--- src/rtl/memory_pipe.sv ---
// memory_pipe: scratch RAM with auto-clear after reset, range checks,
// optional write-to-read bypass and a 1- or 2-stage read pipeline.
module memory_pipe #(
  parameter int DATA_W = 8,
  parameter int ADDR_W = 3,
  parameter int DEPTH  = 7,
  parameter int RD_LAT = 1,
  parameter int BYPASS = 1
) (
  input  logic              clock,
  input  logic              reset,
  input  logic              write,
  input  logic              read,
  input  logic [ADDR_W-1:0] addr_w,
  input  logic [ADDR_W-1:0] addr_r,
  input  logic [DATA_W-1:0] datain,
  output logic [DATA_W-1:0] dataout,
  output logic              rvalid,
  output logic              busy,
  output logic              err_w,
  output logic              err_r
);

  localparam int PTR_W = ADDR_W + 1;

  typedef enum logic {
    CLEAR,
    RUN
  } state_t;

  state_t            state;
  state_t            state_n;
  logic [PTR_W-1:0]  clr_ptr;
  logic [PTR_W-1:0]  clr_ptr_n;

  logic [DATA_W-1:0] mem [DEPTH];
  logic              mem_we;
  logic [ADDR_W-1:0] mem_wa;
  logic [DATA_W-1:0] mem_wd;

  logic              run;
  logic              w_ok;
  logic              r_ok;
  logic              rd_fire;
  logic              rd_hit;
  logic [DATA_W-1:0] rd_word;

  logic [RD_LAT-1:0] pv;
  logic [RD_LAT-1:0] pe;
  logic [DATA_W-1:0] pd [RD_LAT];

  // Widened compare so DEPTH == 2**ADDR_W is handled without overflow
  assign w_ok    = {1'b0, addr_w} < PTR_W'(DEPTH);
  assign r_ok    = {1'b0, addr_r} < PTR_W'(DEPTH);
  assign rd_fire = run && read;
  assign rd_hit  = write && w_ok && (addr_w == addr_r);
  assign busy    = reset || (state == CLEAR);

  always_ff @(posedge clock) begin
    if (reset) begin
      state   <= CLEAR;
      clr_ptr <= '0;
    end else begin
      state   <= state_n;
      clr_ptr <= clr_ptr_n;
    end
  end

  always_comb begin
    state_n   = state;
    clr_ptr_n = clr_ptr;
    mem_we    = 1'b0;
    mem_wa    = '0;
    mem_wd    = '0;
    run       = 1'b0;
    case (state)
      CLEAR: begin
        mem_we    = 1'b1;
        mem_wa    = clr_ptr[ADDR_W-1:0];
        clr_ptr_n = clr_ptr + PTR_W'(1);
        if (clr_ptr == PTR_W'(DEPTH - 1)) begin
          state_n = RUN;
        end
      end
      RUN: begin
        run = 1'b1;
        if (write && w_ok) begin
          mem_we = 1'b1;
          mem_wa = addr_w;
          mem_wd = datain;
        end
      end
      default: state_n = CLEAR;
    endcase
  end

  always_ff @(posedge clock) begin
    if (mem_we && !reset) begin
      mem[mem_wa] <= mem_wd;
    end
  end

  // mem is read before this edge's write lands, so the old word is seen
  always_comb begin
    rd_word = '0;
    if (r_ok) begin
      if ((BYPASS != 0) && rd_hit) begin
        rd_word = datain;
      end else begin
        rd_word = mem[addr_r];
      end
    end
  end

  always_ff @(posedge clock) begin
    if (reset) begin
      pv      <= '0;
      pe      <= '0;
      for (int i = 0; i < RD_LAT; i++) begin
        pd[i] <= '0;
      end
      dataout <= '0;
      rvalid  <= 1'b0;
      err_r   <= 1'b0;
      err_w   <= 1'b0;
    end else begin
      pv[0] <= rd_fire;
      pe[0] <= rd_fire && !r_ok;
      pd[0] <= rd_word;
      for (int i = 1; i < RD_LAT; i++) begin
        pv[i] <= pv[i-1];
        pe[i] <= pe[i-1];
        pd[i] <= pd[i-1];
      end
      rvalid <= pv[RD_LAT-1];
      err_r  <= pv[RD_LAT-1] && pe[RD_LAT-1];
      if (pv[RD_LAT-1]) begin
        dataout <= pd[RD_LAT-1];
      end
      err_w <= run && write && !w_ok;
    end
  end

endmodule

--- config.mk ---
export PLATFORM = sky130hd
export DESIGN_NAME = memory_pipe
export DESIGN_NICKNAME = d
export VERILOG_FILES = /design/src/rtl/memory_pipe.sv
export SDC_FILE = /design/constraint.sdc
export NUM_CORES = 1
export LEC_CHECK = 0
export BUFFER_PORTS_ARGS = -buffer_cell sky130_fd_sc_hd__clkbuf_2
export CAP_MARGIN = 15
export CORE_MARGIN = 5
export CORE_UTILIZATION = 40
export CTS_CLUSTER_DIAMETER = 50
export DETAILED_ROUTE_END_ITERATION = 10
export MAX_ROUTING_LAYER = met4
export SKIP_LAST_GASP = 1
export SLEW_MARGIN = 10
export SYNTH_ARGS = -nofsm -noshare
export SYNTH_HDL_FRONTEND = slang
export SYNTH_SLANG_ARGS = --single-unit
--- constraint.sdc ---
create_clock -name clock -period 3 [get_ports clock]
set_input_delay 0.6 -clock clock [delete_from_list [all_inputs] [get_ports clock]]
set_output_delay 0.6 -clock clock [all_outputs]
set_load 0.02 [all_outputs]
# ---- Word-level counts from Yosys, hierarchy flattened
# Memories as Yosys holds them, arrays and structs flattened. A register that Yosys moved wholly into a read port is not among the register bits.
# Cells that the tools add are included.
# Widths: inputs -> output; s select.
dict set report word_totals {
  elab_cells 46
  in_bits 18
  register_bits 10
  ramBits 64
  output_inout_bits 12
  n_memories 2
}
dict set report op_classes {
  addsub 1
  n_mux 18
  bitwise_logic 1
  eq_ne 2
  reduce_logical 13
  order_cmp 2
}
# memory words width read_ports rd_clocked_by_memory_dff wr line
set mem_list {}
lappend mem_list {mem 7 8 1 0 1 36} ;# logic [DATA_W-1:0] mem [DEPTH];
lappend mem_list {pd 1 8 1 1 1 50} ;# logic [DATA_W-1:0] pd [RD_LAT];
# cell count
set ops {}
lappend ops {{$mux 8} 5}
lappend ops {{$mux 1} 10}
lappend ops {{$logic_and 1x1->1} 8}
lappend ops {{$reduce_or 8->1} 1}
lappend ops {{$lt 3x3->1 const B} 2}
lappend ops {{$pmux 3 s2} 1}
lappend ops {{$add 4x1->4 const B} 1}
lappend ops {{$eq 4x3->1 const B} 1}
lappend ops {{$eq 3x3->1} 1}
lappend ops {{$logic_not 1->1} 3}
lappend ops {{$mux 3} 1}
lappend ops {{$pmux 1 s2} 1}
lappend ops {{$logic_or 1x1->1} 1}
lappend ops {{$not 1->1} 1}

# ---- Longest topological paths before layout
dict set report logic_depth {
  word_depth 7
  ltp_mapped 6
  ltp_nobuf 5
}

# ---- Worst setup path after synthesis
# No wires, ideal clock.
dict set report synth_path {
  path_type {input-to-reg}
  start {input write}
  end {memory mem[5][0] (enable)}
  required_time_ns 2.615
  arrival_time_ns 1.809
  path_slack_ns 0.806
  path_stages 3
  cell_sequence {clkbuf_1 a41oi_1 nor3b_1}
}
dict set report synth_between {
  elab_chain_len 6
  elab_cells_between_ends 8
  classes_between {mux (6); reduce/logical (2)}
}
# element line
set synth_lines {}
lappend synth_lines {{start, declared} 12} ;# input logic write,
lappend synth_lines {{$logic_and 1x1->1 (*)} 87} ;# if (write && w_ok) begin
lappend synth_lines {{$mux 1} 87}
lappend synth_lines {{$pmux 1 s2} 76} ;# case (state)
lappend synth_lines {{$logic_and 1x1->1} 98} ;# if (mem_we && !reset) begin
lappend synth_lines {{$mux 1} 98}
lappend synth_lines {{$mux 1 (not written as such)} 99} ;# mem[mem_wa] <= mem_wd;
lappend synth_lines {{end, declared} 36}
# Mark *: on every way between the ends. The rest lies on a longest branch, timed or not.

# ---- Worst setup path in the final report
dict set report layout_path {
  start {register state}
  end {memory mem[0][6] (enable)}
}
dict set report layout_between {
  elab_chain_len 5
  elab_cells_between_ends 6
  classes_between {mux (4); bitwise (1); reduce/logical (1)}
}
# element line
set layout_lines {}
lappend layout_lines {{start, declared} 31} ;# state_t state;
lappend layout_lines {{start signal, assigned} 64} ;# state <= state_n;
lappend layout_lines {{$not 1->1} -}
lappend layout_lines {{$pmux 1 s2} 76}
lappend layout_lines {{$logic_and 1x1->1} 98}
lappend layout_lines {{$mux 1} 98}
lappend layout_lines {{$mux 1 (not written as such)} 99}
# Parallel ways exist; a longest one is shown, timed or not.

==> results.md <==
* Via count at 1941
* Crit. End Element: flop
* I/O pin cnt at 30
* Clock sinks at 82
* Fmax at 0.461 GHz
* Port bufs at 29
* Crit-path leading delay family: simple AND/OR/NAND/NOR gates
* Synth top area share at 48.9%
* Status: complete, no violations
* Slack of the critical path at 0.830 ns
* Tcrit/Tclk final at 72.3%
* GRT Overall Usage at 14.1%
* Core Area at 8300 um2
* Vias per cell at 5.13
* CP required at 2.98 ns
* Pwr/cell area at 548 nW/um2
* Min-Delay Path Class: reg -> reg
* Largest stage delay on the critical path at 0.62 ns
* Synth area leaders: edfxtp_1 49%, dfxtp_1 15%, o211ai_1 3.5%, nand2b_1 3.3%, mux4_1 3.1%
* Syn_nets at 255
* Leakage power at 0.00140 uW
* Hold buffers post-CTS at 0
* Mean area per synthesized cell at 14.6 um2
* Max Slew Vio Count at 0
* Ys async rst share at 0%
* Yosys Warn Count at 0
* Vias in the first global route at 1886
* Setup TNS Final at 0 ns
* Clock-pin transition on the worst setup and hold timing paths at 0.08 ns
* Setup bufs post-CTS at 0
* Post-synth top flop: edfxtp_1
* Worst vdd ir at 0.000297 V
* HP Start: pe
* CP Launch Type: flop
* Die Span X at 103 um
* Worst-margin pin slew at 0.772 ns
* Worst skew pair latency at 0.35 ns
* Post-cts repair resize count at 0
* Share of layout cells above drive strength 1 at 24.9%
* Crit path kind: reg -> reg
* Die height at 103 um
* Synthesized flop and latch total at 82
* Pre-Repair DR Iteration Count at 4
* Drt wl/cell at 17.1 um
* Setup slack at placement at 0.561 ns
* DRC Markers at 0
* DRT Wirelength at 6460 um
* Area grow syn2layout at 11.6%
* Setup violators final at 0
* Reg2reg start: state
* Design area at 3840 um2
* Unique masters post-synth at 37
* DIE AREA at 10600 um2
* MaxCap Viol Count at 0
* Reg area at 2200 um2
* Critical path arrival at 2.15 ns
* Netlist Area Pre-Place at 3440 um2
* Multi-input logic area at 1120 um2
* GPL Wtd Cong at 0.803
* Clk root buf: clkbuf_8
* Largest net degree at the start of global routing at 27
* CP Cell Sequence: nor2b_1, a41oi_1, nand2_1, nor2_1
* Synth Instances at 235
* Biggest area consumer among synthesized cells: edfxtp_1
* EDFF count, synth at 56
* CTS buffer count at 9
* Post-DRT Antenna Nets at 0
* Congestion Overflow GR at 0
* Worst clock skew at 0.0122 ns
* First-pass GRT wire length at 10500 um
* Slowest-stage cell, CP: dfxtp_1
* DP HPWL at 4480 um
* Crit path from: state
* Diode count at 0
* Initial Utilization at 41.4%
* Total Power at 2100 uW
* NumNets Final at 288
* Starting DRT DRC Count at 97
* Slew headroom at 48.3%
* Setup repair after global routing missed its margin: false
* WP buf/inv at 0
* Count of final hold-check violations at 0
* Post-placement cell area at 3670 um2
* Share of the yosys chip area belonging to registers at 64.0%
* Initial antenna violation count at 0
* Longest Clk Path Bufs at 2
* Fin crit period at 2.17 ns
* Crit path max fanout at 15
* FP Rows at 33
* CTS tree: done
* Fill cells at 767
* H-tree depth at 3
path summary, 6_finish.rpt:
check,endpoint,slack [ns],cells past startpoint
worst max-delay path,mem[0][6],0.83,4
worst min-delay path,err_r,0.43,1
worst max register to register,mem[0][6],0.83,4
worst min register to register,err_r,0.43,1
synthesized netlist by cell type, types with 4 or more instances:
cell type,instances
a21oi_1,4
and2_1,9
buf_4,4
buf_6,4
clkbuf_1,4
dfxtp_1,26
edfxtp_1,56
inv_1,4
mux2_2,8
mux2i_1,8
mux4_1,4
mux4_2,4
nand2_1,7
nand2b_1,18
nor2_1,20
nor2b_1,5
o211a_1,8
o211ai_1,16
placed cells by master, fill, tap and decap left out, types with 5 or more instances in the layout:
cell      instances
o211ai_1         16
nand2b_1         18
and2_1            9
clkbuf_2         29
clkbuf_8          9
nor2_1           20
dfxtp_1          26
edfxtp_1         56
nor2b_1           5
nand2_1           7
buf_4             7
o211a_1           8
mux2i_1           8
mux2_2            8
registers in the layout (all words and copies together) (netlist names):
name     cells
clr_ptr      4
dataout      8
err_r        1
err_w        1
mem         56
pd           8
pe           1
pv           1
rvalid       1
state        1
layer usage:
metal,GRT usage (%),part of all wire [%]
met3,3.72,4.2
met4,6.66,2.3
met1,19.6,49
met5,-,0
met2,19.0,45
per-stage QoR:
stage,std cells,util [%],hold WS (ns)
3_5_place_dp,362,44.2,0.421
6_report,378,46.2,0.434
5_1_grt,378,46.2,0.456
3_3_place_gp,362,44.2,0.413
4_1_cts,378,46.2,0.441
2_1_floorplan,235,-,0.406
power breakdown:
| part | internal, uW | switching [uW] |
|---|---|---|
| combinational | 73.2 | 95.2 |
| clock | 301 | 388 |
| sequential | 1230 | 12.7 |
| total | 1610 | 496 |
worst reg2reg max path: stages (launching register included):
cell     delay, ns
dfxtp_1       0.62
nor2b_1       0.11
a41oi_1       0.38
nand2_1       0.12
nor2_1        0.57
cells by family (layout without fill, tap and decap cells):
| family | Yosys count | in the layout | share of synthesized area (%) |
|---|---|---|---|
| buffers and inverters | 18 | 56 | 3.31 |
| adder cells (fa/ha/maj) | 2 | 2 | 0.728 |
| AND/OR/NAND/NOR | 69 | 69 | 10.9 |
| flip-flops | 82 | 82 | 64.0 |
| multiplexers | 24 | 24 | 10.6 |
| AO/OA/AOI/OAI | 35 | 35 | 8.12 |
| XOR/XNOR | 5 | 5 | 2.26 |
final cells by class:
type | count | area share, %
clock inverters | 6 | 1.08
multi-input cells | 135 | 29.2
well taps | 105 | 3.42
inverters | 4 | 0.391
flip-flops and latches | 82 | 57.4
repair buffers | 36 | 5.15
clock buffers | 10 | 3.33
Note: power is estimated with default switching activity, not from simulation.
